===== src/rtl/alu_arbiter.sv =====
// Round-robin arbiter sharing one 32-bit ALU between two requesters,
// with a bounded lock so one port can issue back-to-back dependent ops.
module alu_arbiter #(
  parameter int MAX_LOCK = 4
) (
  input  logic        Clk,
  input  logic        Reset,
  input  logic        Req0,
  input  logic        Req1,
  input  logic        Lock0,
  input  logic        Lock1,
  input  logic [31:0] BusA0,
  input  logic [31:0] BusA1,
  input  logic [31:0] BusB0,
  input  logic [31:0] BusB1,
  input  logic [3:0]  ALUCtrl0,
  input  logic [3:0]  ALUCtrl1,
  output logic        Gnt0,
  output logic        Gnt1,
  output logic        Valid0,
  output logic        Valid1,
  output logic [31:0] BusW0,
  output logic [31:0] BusW1,
  output logic        Zero0,
  output logic        Zero1,
  output logic [31:0] AluBusA,
  output logic [31:0] AluBusB,
  output logic [3:0]  AluCtrl,
  input  logic [31:0] AluBusW,
  input  logic        AluZero
);

  localparam int CW = (MAX_LOCK < 1) ? 1 : $clog2(MAX_LOCK + 1);

  typedef enum logic [1:0] {UNLOCKED, LOCKED0, LOCKED1} state_t;

  state_t          state_reg, state_next;
  logic            last_gnt_reg, last_gnt_next;
  logic [CW-1:0]   lock_cnt_reg, lock_cnt_next;
  logic            gnt0, gnt1;
  logic            hold0, hold1, at_limit;

  assign at_limit = (lock_cnt_reg == CW'(MAX_LOCK));
  assign hold0    = (state_reg == LOCKED0) && Req0;
  assign hold1    = (state_reg == LOCKED1) && Req1;

  // A locked holder that has dropped Req behaves exactly like UNLOCKED.
  always_comb begin
    gnt0 = 1'b0;
    gnt1 = 1'b0;
    if (hold0) begin
      if (Req1 && at_limit) gnt1 = 1'b1;
      else                  gnt0 = 1'b1;
    end else if (hold1) begin
      if (Req0 && at_limit) gnt0 = 1'b1;
      else                  gnt1 = 1'b1;
    end else if (Req0 && Req1) begin
      gnt0 = last_gnt_reg;
      gnt1 = ~last_gnt_reg;
    end else begin
      gnt0 = Req0;
      gnt1 = Req1;
    end
  end

  always_comb begin
    state_next    = UNLOCKED;
    lock_cnt_next = '0;
    last_gnt_next = last_gnt_reg;
    if (gnt0) begin
      last_gnt_next = 1'b0;
      if (Lock0) begin
        state_next = LOCKED0;
        if (state_reg != LOCKED0) lock_cnt_next = CW'(1);
        else if (at_limit)        lock_cnt_next = lock_cnt_reg;
        else                      lock_cnt_next = lock_cnt_reg + CW'(1);
      end
    end else if (gnt1) begin
      last_gnt_next = 1'b1;
      if (Lock1) begin
        state_next = LOCKED1;
        if (state_reg != LOCKED1) lock_cnt_next = CW'(1);
        else if (at_limit)        lock_cnt_next = lock_cnt_reg;
        else                      lock_cnt_next = lock_cnt_reg + CW'(1);
      end
    end
  end

  always_ff @(posedge Clk or posedge Reset) begin
    if (Reset) begin
      state_reg    <= UNLOCKED;
      last_gnt_reg <= 1'b1;
      lock_cnt_reg <= '0;
    end else begin
      state_reg    <= state_next;
      last_gnt_reg <= last_gnt_next;
      lock_cnt_reg <= lock_cnt_next;
    end
  end

  assign Gnt0 = gnt0;
  assign Gnt1 = gnt1;

  // Idle ALU sees zero operands and the AND code.
  always_comb begin
    AluBusA = '0;
    AluBusB = '0;
    AluCtrl = 4'b0000;
    if (gnt0) begin
      AluBusA = BusA0;
      AluBusB = BusB0;
      AluCtrl = ALUCtrl0;
    end else if (gnt1) begin
      AluBusA = BusA1;
      AluBusB = BusB1;
      AluCtrl = ALUCtrl1;
    end
  end

  always_ff @(posedge Clk or posedge Reset) begin
    if (Reset) begin
      Valid0 <= 1'b0;
      Valid1 <= 1'b0;
      BusW0  <= '0;
      BusW1  <= '0;
      Zero0  <= 1'b0;
      Zero1  <= 1'b0;
    end else begin
      Valid0 <= gnt0;
      Valid1 <= gnt1;
      if (gnt0) begin
        BusW0 <= AluBusW;
        Zero0 <= AluZero;
      end
      if (gnt1) begin
        BusW1 <= AluBusW;
        Zero1 <= AluZero;
      end
    end
  end

endmodule


===== config.mk =====
export PLATFORM = sky130hd
export DESIGN_NAME = alu_arbiter
export DESIGN_NICKNAME = d
export VERILOG_FILES = /design/src/rtl/alu_arbiter.sv
export SDC_FILE = /design/constraint.sdc
export NUM_CORES = 1
export LEC_CHECK = 0
export ABC_AREA = 1
export CAP_MARGIN = 25
export CORE_AREA = 2 2 123 125
export CTS_CLUSTER_DIAMETER = 30
export DETAILED_ROUTE_END_ITERATION = 7
export DIE_AREA = 0 0 125 127
export HOLD_SLACK_MARGIN = 0.03
export MAX_ROUTING_LAYER = met4
export PLACE_DENSITY = 0.73
export RECOVER_POWER = 100
export SYNTH_ARGS = -nofsm -noshare
export SYNTH_HDL_FRONTEND = slang
export SYNTH_SLANG_ARGS = --single-unit

===== constraint.sdc =====
create_clock -name Clk -period 2.3 [get_ports Clk]
set_clock_uncertainty 0.2 [all_clocks]
set_input_delay 0.345 -clock Clk [delete_from_list [all_inputs] [get_ports Clk]]
set_output_delay 0.345 -clock Clk [all_outputs]
set_load 0.005 [all_outputs]

==> results of run 1 <==
-- routing by layer --
layer	vias up	GRT usage (%)	part of all wire, %	routed length (um)
met1	2583	29.4	40	7670
li1	2669	-	-	-
met3	34	3.52	4.9	940
met2	236	39.8	53	10100
met4	0	7.65	2.7	512
met5	-	-	0	0
-- worst max-delay path: stages, from the launching register on --
cell,delay [ps]
dfrtp_1,390
inv_2,90
ha_4,140
nand2_2,50
inv_2,80
buf_6,110
nand3_4,120
nand2_8,120
buf_12,120
buf_12,130
buf_12,130
nand2_2,50
nand2_1,40
buf_2,120
-- placed cells by master (no fill, tap or decap) --
cell type        count
inv_2                4
ha_1                 1
buf_6               25
clkbuf_8             1
nand2_1            180
dlygate4sd2_1        2
clkbuf_16            9
dlygate4sd3_1        1
inv_6                1
buf_4               30
inv_1               11
a21oi_1              2
nand3_2             33
buf_12              13
clkinv_2             1
nand3_4              7
ha_4                 1
nand2_2             62
nand2_4             21
clkinv_1             1
nor2_1               6
bufbuf_16            1
buf_16              10
clkdlybuf4s50_1    239
nand2_8              1
dfstp_2              1
clkinvlp_4           2
dfrtp_1             73
clkbuf_1             1
o21ai_2              1
o21ai_0              1
bufinv_16            1
nor2_2               2
clkbuf_4             1
buf_2               61
clkbuf_2             2
nand3_1            141
buf_8                9
-- kinds of logic after synthesis --
family	Yosys count	synth area share, %
AO/OA/AOI/OAI	4	0.570
AND/OR/NAND/NOR	453	47.0
buffers and inverters	63	7.42
flip-flops	74	44.5
adder cells (fa/ha/maj)	2	0.600
-- power by group through the flow --
| stage | clock [mW] | combinational, mW | sequential (mW) |
|---|---|---|---|
| 2_1_floorplan | 0 | 0.854 | 1.86 |
| 3_3_place_gp | 0 | 2.58 | 1.84 |
| 3_5_place_dp | 0 | 2.60 | 1.85 |
| 4_1_cts | 1.42 | 2.96 | 1.84 |
| 5_1_grt | 1.49 | 3.28 | 1.88 |
| 6_report | 1.40 | 3.04 | 1.83 |
-- worst paths after layout --
check                                      from     endpoint  slack (ps)  depth (start not counted)
worst max-delay path            lock_cnt_reg[0]  AluBusA[27]        -260                         13
worst min-delay path                   BusW0[1]     BusW0[1]         290                          2
worst max register to register  lock_cnt_reg[0]        Zero1         130                         13
worst min register to register         BusW0[1]     BusW0[1]         290                          2
max in group asynchronous                 Reset     BusW1[1]         580                          3
min in group asynchronous                 Reset    BusW1[12]         660                          3
-- layout make-up --
class	count	area share, %
inverter	17	0.753
tap	184	2.57
clock inverter	4	0.572
sequential	74	20.7
multi-input combinational	459	28.7
clock buffer	11	2.71
timing repair buffer	394	44.1
-- metrics by stage --
stage | util (%) | power, mW | instance area [um^2] | std cells | worst slack [ps]
after floorplan | - | 2.71 | 4170 | 596 | 240
after global placement | 53.2 | 4.42 | 7680 | 1083 | -476
after detailed placement | 53.2 | 4.45 | 7680 | 1083 | -512
after CTS | 60.3 | 6.21 | 8700 | 1144 | -291
after global routing | 62.2 | 6.65 | 8970 | 1143 | -363
final | 62.2 | 6.28 | 8970 | 1143 | -262
-- what timing repair did --
item,4_1_cts,5_1_grt
cloned,15,0
buffers inserted,32,9
resized for setup,394,101
pin swaps,19,21
hold buffers,0,0
endpoints found under the setup margin,70,97
==> run metrics, run 1 <==
status=complete, but fails checks; failing checks=negative setup slack; Slew @ Worst Pin=1020 ps; ANT nets after route=0; RSZ-0062 raised after global routing=true; TritonCTS clock tree=built; die area=0.0159 mm^2; Hold WS=294 ps; logic gate share of total power=48.5%; Num CTS Buffers=9; Mapped Area=0.00417 mm^2; final net count=1,132; area grow syn2layout=115%; CP required=1750 ps; cell count after synthesis=596; DP HPWL=12,300 um; gr ovfl total=0; fin crit share=111%; Routed WL=19,200 um; Rows=44; initial antenna violation count=0; Reg area=0.00185 mm^2; top cells by count, synth=nand2_1 (262), nand3_1 (177), dfrtp_1 (73), buf_2 (28), inv_1 (14); Internal Power=4.26 mW; top cells by area, synth=dfrtp_1 (44%), nand2_1 (24%), nand3_1 (21%); Leak=4.46 nW; DRT Pass-1 Iters=4; Final TNS setup=-15,130 ps; CTS clk-pin slew, worst paths=50 ps; FFs w/ async S/R, synth=100%; number of synthesized flops with an enable pin=0; Netlist cell types=20; largest area contributor in the netlist=dfrtp_1; gr usage total=23.6%; maximum VDD drop=0.000361 V; vias in the first global route=5,571; Ys Warns=0; # DRC=0; final hold viol count=0; most common cell in the netlist=nand2_1; Setup CP Type=reg2out; Die X=125 um; Clk network pwr share=22.3%; Period minus WS final=2560 ps; height of the die=127 um; Pwr per Cell Area=700 mW/mm^2; Avg WL per Cell=16.8 um; Layout fillers=1,224; max-cap violation count=0; Syn Nets=773; Initial Util=28.9%; Inserted Diodes=0; Seq pwr share=29.2%; global placement routability congestion=0.871; Core Region=0.0144 mm^2; CTS H-Tree Depth=3; synthesis-stage register bit count=74; Worst-Skew Late Latency=320 ps; # clock sinks=74; First DRT Iteration DRCs=324; area of the multi-input gates=0.00257 mm^2; Setup WS post-layout=-262 ps; first-pass GRT wire length=29,400 um; layout cells sized above 1=31.3%; post-synthesis sequential area ratio=44.5%; Yosys top cell area share=43.8%; sw frac=32.1%; max frequency=0.390 GHz; CP startpoint kind=flip-flop; clk buf depth=2; Setup violations, final=68; DR vias/cell=4.83; Net Sw Power=2.02 mW; critical-path maximum fanout=6; CTS root buffer=clkbuf_16; Worst Setup End Kind=primary output; I/O Buffers=312; crit path DAT=2020 ps; via count=5,522; Max-slew headroom=32.0%; Max Slew Vio Count=0; largest net degree at the start of global routing=75; I/O pins=313; worst hold-check path type=reg2reg; Most used DFF post-synth=dfrtp_1; Synth Area per Inst=6.99 um^2
Power figures use the tool's default switching activity.
==> run 2, diff against run 1 <==
--- a/config.mk
+++ b/config.mk
@@ -15,6 +15,7 @@
 export MAX_ROUTING_LAYER = met4
 export PLACE_DENSITY = 0.73
 export RECOVER_POWER = 100
+export REMOVE_ABC_BUFFERS = 1
 export SYNTH_ARGS = -nofsm -noshare
 export SYNTH_HDL_FRONTEND = slang
 export SYNTH_SLANG_ARGS = --single-unit
==> constraint.sdc (replaced) <==
create_clock -name Clk -period 2.3 [get_ports Clk]
set_clock_uncertainty 0.2 [all_clocks]
set_input_delay 0.46 -clock Clk [delete_from_list [all_inputs] [get_ports Clk]]
set_output_delay 0.46 -clock Clk [all_outputs]
set_load 0.005 [all_outputs]
==> run metrics, run 2 (synthesis results as in run 1) <==
Worst-Skew Late Latency=330 ps (about the same); TritonCTS clock tree=built; height of the die=127 um (unchanged); most frequent cells in the layout=nand2_1 (185), clkdlybuf4s50_1 (171), nand3_1 (150), dfrtp_1 (73), dlygate4sd3_1 (69); critical-path maximum fanout=7 (+1); pre-CTS setup slack=-867 ps (-355 ps); Core Region=0.0144 mm^2 (unchanged); vias in the first global route=5,822 (+4.5%); DP HPWL=14,200 um (+16%); Setup WS post-layout=-444 ps (-182 ps); Buf/Inv on CP=8 (+1); clk buf depth=2 (unchanged); Worst Setup End Kind=primary output; Layout fillers=1,178 (-3.8%); max frequency=0.364 GHz (-6.6%); Reg area=0.00185 mm^2 (unchanged); failing checks=negative setup slack; CP peak stage delay=390 ps (about the same); Internal Power=4.27 mW (+0.18%); ANT nets after route=0 (unchanged); First DRT Iteration DRCs=382 (+18%); die area=0.0159 mm^2 (unchanged); global placement routability congestion=0.889 (+2.1%); DR vias/cell=4.84 (+0.23%); Critical-path top delay cell=dfrtp_1; cell mode on critical path=buf_6; setup slack, reg-to-reg=10 ps (-120 ps); largest net degree at the start of global routing=75 (unchanged); Pwr per Cell Area=674 mW/mm^2 (-3.6%); I/O Buffers=312 (unchanged); DRT Pass-1 Iters=5 (+1); initial antenna violation count=2 (+2); gr ovfl total=0 (unchanged); Setup violations, final=70 (+2.9%); final hold viol count=0 (unchanged); commonest non-fill, non-tap cell in the layout=nand2_1; area of the multi-input gates=0.00255 mm^2 (-0.78%); final net count=1,173 (+3.6%); Period minus WS final=2740 ps (+182 ps); CTS root buffer=clkbuf_16; Rows=44 (unchanged); CTS H-Tree Depth=3 (unchanged); Setup CP Type=reg2out; Seq pwr share=28.5% (-0.7 points); Routed WL=21,900 um (+14%); gr usage total=27.1% (+3.4 points); Post-CTS Hold Fix Bufs=0 (unchanged); Placed Area=0.00783 mm^2 (+2.0%); status=complete, but fails checks; logic gate share of total power=48.8% (+0.3 points); first-pass GRT wire length=32,500 um (+11%); non-filler cells, final=1,187 (+3.8%); layout cells sized above 1=32.8% (+1.5 points); Placed Cells=1,100 (+1.6%); Clk network pwr share=22.7% (+0.4 points); final instance area=0.00939 mm^2 (+4.7%); Max Slew Vio Count=0 (unchanged); critical-path cell list=inv_2 > ha_4 > nand2_4 > inv_4 > buf_6 > nand3_4 > buf_6 > nand2_8 > buf_16 > buf_6 > buf_6 > nand2_2 > nand2_1 > buf_2; CP startpoint kind=flip-flop; Net Sw Power=2.07 mW (+2.4%); Num CTS Buffers=9 (unchanged); Initial Util=28.9% (unchanged); CTS clk-pin slew, worst paths=60 ps (about the same); area grow syn2layout=125%; Die X=125 um (unchanged); # clock sinks=74 (unchanged); Avg WL per Cell=18.5 um (+9.8%); sw frac=32.6% (+0.48 points); via count=5,748 (+4.1%); max-cap violation count=0 (unchanged); fin crit share=119% (+7.9 points); CP required=1640 ps (-110 ps); # DRC=0 (unchanged); crit path DAT=2080 ps (+60 ps); Max-slew headroom=29.3% (-2.7 points); RSZ-0062 raised after global routing=true; worst hold-check path type=reg2reg; CP top delay family=buffers and inverters; maximum VDD drop=0.000376 V (+4.1%); I/O pins=313 (unchanged); Leak=4.72 nW (+5.9%); Slew @ Worst Pin=1060 ps (+40.5 ps)
[run 2: changes by cell type in the layout (fill, tap and decap cells not counted), sizes merged, moves of 2 or more]
cell / change
clkdlybuf4s50: -68
dlygate4sd3: +68
buf: +41
diode: +2
[run 2: metal layers]
layer  wire, um  track usage, %  vias up  part of all wire (%)
met5          0               -        -                     0
met1       8360            30.8     2707                    38
met2      11400            47.3      251                    52
met4        811            10.3        0                   3.7
met3       1400            5.40       48                   6.4
li1           -               -     2742                     -
[run 2: worst paths after layout]
kind                                       from          end  cells after the start
worst max-delay path            lock_cnt_reg[0]  AluBusA[19]                     14
worst min-delay path                  BusW0[18]    BusW0[18]                      2
worst max register to register  lock_cnt_reg[0]    BusW1[11]                     15
worst min register to register        BusW0[18]    BusW0[18]                      2
max in group asynchronous                 Reset    BusW0[15]                      3
min in group asynchronous                 Reset    BusW1[17]                      3
[run 2: final cells by class]
| type | count | share of cell area, % |
|---|---|---|
| repair buffers | 434 | 46.6 |
| multi-input cells | 460 | 27.2 |
| flip-flops and latches | 74 | 19.7 |
| clock buffers | 12 | 2.73 |
| well taps | 184 | 2.45 |
| inverters | 17 | 0.719 |
| clock inverters | 4 | 0.533 |
| diodes | 2 | 0.0533 |
[run 2: stage by stage]
step	total power [mW]	util [%]	setup TNS (ps)	hold WS, ps
after floorplan	2.65	-	-279540	292
after global placement	4.47	54.3	-63520	279
after detailed placement	4.50	54.3	-68960	286
after CTS	6.36	62.8	-23590	298
after global routing	6.69	65.1	-30280	310
final	6.33	65.1	-24970	290
[run 2: power by group through the flow]
stage	Combinational (mW)	Sequential (mW)	Clock [mW]
floorplan	0.792	1.86	0
global placement	2.64	1.83	0
detailed placement	2.66	1.84	0
CTS	3.07	1.82	1.46
global route	3.32	1.86	1.51
finish	3.09	1.81	1.44
[run 2: worst register-to-register path: cells and delay by family (launching register included)]
kind,cells,cell delay (ps)
flip-flops,1,370
AND/OR/NAND/NOR,5,370
adder cells (fa/ha/maj),1,170
buffers and inverters,9,1060
[run 2: timing repair]
action | CTS | global route
gates resized for setup | 437 | 75
endpoints found under the setup margin | 70 | 104
cloned | 13 | 0
pin swaps | 29 | 18
buffers inserted | 56 | 7
==> run 3, diff against run 2 <==
--- a/config.mk
+++ b/config.mk
@@ -13,7 +13,7 @@
 export DIE_AREA = 0 0 125 127
 export HOLD_SLACK_MARGIN = 0.03
 export MAX_ROUTING_LAYER = met4
-export PLACE_DENSITY = 0.73
+export PLACE_DENSITY = 0.7
 export RECOVER_POWER = 100
 export REMOVE_ABC_BUFFERS = 1
 export SYNTH_ARGS = -nofsm -noshare
==> constraint.sdc (replaced) <==
create_clock -name Clk -period 3.4 [get_ports Clk]
set_clock_uncertainty 0.2 [all_clocks]
set_input_delay 0.68 -clock Clk [delete_from_list [all_inputs] [get_ports Clk]]
set_output_delay 0.68 -clock Clk [all_outputs]
set_load 0.005 [all_outputs]
==> run metrics, run 3 (synthesis results as in run 1) <==
gr usage total=23.3% (-3.7 points); Rows=44 (unchanged); worst hold-check path type=reg2reg; TritonCTS clock tree=built; final net count=1,092 (-6.9%); crit path DAT=2430 ps (+350 ps); Die X=125 um (unchanged); Setup violations, final=0 (-100%); met2 routed WL=9870 um (-13%); RR Endpoint=BusW0[23]; ANT nets after route=0 (unchanged); clk buf depth=2 (unchanged); height of the die=127 um (unchanged); failing checks=max-capacitance violations, max-slew violations; DR vias/cell=4.78 (-1.3%); Core Region=0.0144 mm^2 (unchanged); Post-CTS Hold Fix Bufs=0 (unchanged); CP startpoint kind=input port; Pwr per Cell Area=497 mW/mm^2 (-26%); CTS clk-pin slew, worst paths=50 ps (about the same); max frequency=0.302 GHz; Pwr Total=4.07 mW (-36%); First DRT Iteration DRCs=362 (-5.2%); via count=5,298 (-7.8%); Worst Setup End Kind=primary output; commonest non-fill, non-tap cell in the layout=nand2_1; Final TNS setup=0 ps (+24,970 ps); Max-slew headroom=-44.8% (-74 points); Max Slew Vio Count=84 (+84); Setup CP Type=in2out; RSZ-0062 raised after global routing=false; Leak=3.98 nW (-16%); I/O Buffers=312 (unchanged); worst reg2reg path depth=8 (-7); Util after Layout=56.8% (-8.3 points); # DRC=0 (unchanged); gr ovfl total=0 (unchanged); initial antenna violation count=4 (+2); R2R Path Start=state_reg[1]; Hold Startpoint=BusW0[27]; CTS root buffer=clkbuf_16; CTS H-Tree Depth=3 (unchanged); DP HPWL=14,000 um (-1.3%); Detail Route met3 WL=1240 um (-12%); M1 wire length=8060 um (-3.5%); layout cells sized above 1=8.15% (-25 points); fin crit share=97.3%; I/O pins=313 (unchanged); # clock sinks=74 (unchanged); Worst-Skew Late Latency=330 ps (about the same); Hold Crit Depth=2 (unchanged); final hold viol count=0 (unchanged); most frequent cells in the layout=nand2_1 (261), clkdlybuf4s50_1 (239), nand3_1 (175), dfrtp_1 (73), dlygate4sd3_1 (71); critical-path maximum fanout=10 (+3); maximum VDD drop=0.000226 V (-40%); highest routed layer=met4; global placement routability congestion=0.880 (-1.1%); Routed WL=19,600 um (-11%); area grow syn2layout=96.5%; max-cap violation count=2 (+2); CP required=2520 ps (+880 ps); die area=0.0159 mm^2 (unchanged); Hold WS=287 ps (-2.68 ps); worst hold endpoint=BusW0[27]; Avg WL per Cell=17.7 um (-4.2%); Num CTS Buffers=9 (unchanged); status=complete, but fails checks; vias in the first global route=5,180 (-11%); Initial Util=28.9% (unchanged); Slew @ Worst Pin=2160 ps (+1100 ps); largest net degree at the start of global routing=49 (-35%); Period minus WS final=3310 ps; DRT Pass-1 Iters=4 (-1); setup slack, reg-to-reg=500 ps (+490 ps); first-pass GRT wire length=28,400 um (-13%)
[run 3: cell type report]
type,count,area (um^2)
well taps,184,230
clock inverters,4,72.6
flip-flops and latches,74,1850
multi-input cells,460,2100
repair buffers,353,3590
fillers,1384,6240
diodes,4,10.0
clock buffers,12,267
inverters,17,70.1
[run 3: power breakdown]
group          internal, mW  switching (mW)  total, mW  leakage (nW)
clock                 0.701           0.360       1.06         0.165
sequential             1.11           0.117       1.23         0.911
combinational          1.02           0.761       1.78          2.91
total                  2.83            1.24       4.07          3.98
[run 3: through the flow]
step	std cells	cell area, um^2	setup slack [ps]
global route	1108	8190	10.3
floorplan	550	3920	-1540
finish	1108	8190	91.3
global placement	1079	7630	-119
detailed placement	1079	7630	-139
CTS	1095	7970	2.91
[run 3: what timing repair did]
item,CTS,global route
gates cloned,0,9
resized for setup,3,20
pin swaps,1,3
setup buffers,0,0
setup endpoints to repair,69,68
[run 3: critical path, stage by stage]
cell	delay (ps)
clkdlybuf4s15_1	290
nand2_1	90
inv_1	90
nand3_4	140
nand3_4	250
clkbuf_16	210
nand3_1	60
nand2_1	70
clkdlybuf4s50_1	530
[run 3: how the worst max path moves through the flow]
stage                       end            start  slack (ps)  depth (start not counted)
CTS                  AluCtrl[2]  lock_cnt_reg[0]           3                         10
detailed placement   AluCtrl[2]             Req0        -140                          9
finish               AluBusA[6]             Req1          90                          9
global placement     AluCtrl[2]             Req0        -120                          9
global route        AluBusB[31]  lock_cnt_reg[1]          10                         10
floorplan            AluBusA[0]             Req0       -1540                          6
[run 3: layer usage]
metal,vias up,track usage (%)
met4,0,8.24
met3,24,5.61
met1,2488,28.7
met5,-,-
met2,211,37.7
li1,2575,-
==> RTL edit (settings of run 1) <==
Set the parameter `MAX_LOCK` to 2 (it was 4).
--- a/src/rtl/alu_arbiter.sv
+++ b/src/rtl/alu_arbiter.sv
@@ -1,7 +1,7 @@
 // Round-robin arbiter sharing one 32-bit ALU between two requesters,
 // with a bounded lock so one port can issue back-to-back dependent ops.
 module alu_arbiter #(
-  parameter int MAX_LOCK = 4
+  parameter int MAX_LOCK = 2
 ) (
   input  logic        Clk,
   input  logic        Reset,
Formal check against the unedited RTL: not equivalent (Yosys sat finds a counterexample within 4 cycles, from zero or initial values and one cycle with Reset high).
==> RTL edit against run 1 <==
- worst setup slack got worse by 0.020 ns
- final area increased by 0.33%
- synthesized cell count decreased by 2.2%
- count of clock-buffer cells in the layout decreased by 1
- routed wire length increased by 8.1%
- critical path type unchanged
- die area unchanged
- sequential share of layout area decreased by 0.33 points
- hold slack improved by 0.0037 ns
- total power increased by 1.9%
- maximum frequency decreased by 0.78%
- register-to-register slack about the same
- sequential cell count decreased by 1
- area after synthesis increased by 0.30%
- the run still ends with negative setup slack left
==> RTL edit: results (changes against run 1) <==
| Metric | Value |
|---|---|
| Initial antenna violation count | 1 (+1) |
| Setup TNS | -12.48 ns (+2.64 ns) |
| Routed met1 length | 8180 um (+6.6%) |
| Share of layout cells above drive strength 1 | 28.7% (-2.6 points) |
| Commonest cells post-synth | nand3_1, nand2_1, dfrtp_1 |
| Slew headroom | 32.1% (+0.17 points) |
| DR WL/cell | 18.5 um (+10%) |
| Setup WS post-layout | -0.283 ns (-0.0203 ns) |
| Synth unique cells | 17 (-15%) |
| Cell leakage power | 4.45 nW (about the same) |
| Worst slack on hold paths | 0.298 ns (+0.00367 ns) |
| Largest net degree at the start of global routing | 39 (-48%) |
| Crit path DAT | 2.04 ns (+0.02 ns) |
| Peak fanout along the critical path | 7 (+1) |
| Critical Path End | AluBusB[26] |
| Detailed Place HPWL | 12900 um (+4.9%) |
| CP peak stage delay | 0.41 ns (+0.02 ns) |
| Global-route wire length before repair | 30800 um (+4.8%) |
| Routed WL | 20800 um (+8.1%) |
| Worst Min Path Start | BusW0[23]$_DFFE_PP0P_ |
| Dpl ws | -0.593 ns (-0.0816 ns) |
| Ys flop type | dfrtp_1 |
| Hold EP | BusW0[23]$_DFFE_PP0P_ |
| Post-CTS Resized | 335 (-15%) |
| Worst skew pair latency | ~0.33 ns |
| Placed insts | 1059 (-2.2%) |
| Via density | 5.09 (+5.3%) |
| Routability Congestion | 0.875 (+0.44%) |
| Placed Area | 7680 um^2 (about the same) |
| Fill count | 1219 (-0.41%) |
| Reg2reg start | lock_cnt_reg[0]$_DFF_PP0_ |
| CP Launch Point | lock_cnt_reg[1]$_DFF_PP0_ |
| Post-CTS Setup Bufs | 28 (-13%) |
| Number of global-route vias before repair | 5655 (+1.5%) |
| Pwr per Cell Area | 710 nW/um^2 (+1.5%) |
| Seq/Total Area, Yosys | 43.7% (-0.73 points) |
| Worst R2R End | BusW1[3]$_DFFE_PP0P_ |
| Met2 wire len | 10400 um (+2.8%) |
| Worst IR Drop VDD | 0.515 mV (+43%) |
| Largest cells by area after synthesis | dfrtp_1, nand3_1, nand2_1 |
| Outcome | finished with violations |
| Post-Syn Nets | 760 (-1.7%) |
| Worst path slowest cell | dfrtp_1 |
| GRT Total Usage | 24.8% (+1.2 points) |
| Port Buffer Count | 312 (unchanged) |
| First-iteration detailed-routing DRC count | 333 (+2.8%) |
| Mean post-synth cell area | 7.17 um^2 (+2.5%) |
| # setup viols final | 69 (+1.5%) |
| Failing checks | negative setup slack |
| Met3 WL | 1670 um (+77%) |
-- RTL edit: cell families (layout without fill, tap and decap cells) --
logic type      count (synthesis)  after routing  share of synthesized area [%]
flops                          73             73                           43.7
compound gates                  4              4                          0.479
simple gates                  438            438                           47.3
fa+ha+maj                       2              2                          0.599
buf+inv                        66            421                           7.87
other cells                     0              1                              0
-- RTL edit: report_power, final --
part	internal, W	switching, W
sequential	0.00163	0.000183
clock	0.000944	0.000544
combinational	0.00173	0.00136
-- RTL edit: layout make-up --
type	count	area share [%]
multi-input combinational	444	28.4
inverter	13	0.584
tap	184	2.56
clock buffer	10	2.54
sequential	73	20.3
clock inverter	5	0.903
antenna	1	0.0278
timing repair buffer	393	44.7
-- RTL edit: routing by layer --
layer | global-route usage (%) | vias to the layer above
met3 | 6.16 | 37
met4 | 7.78 | 0
li1 | - | 2669
met1 | 30.0 | 2731
met2 | 41.2 | 275
met5 | - | -
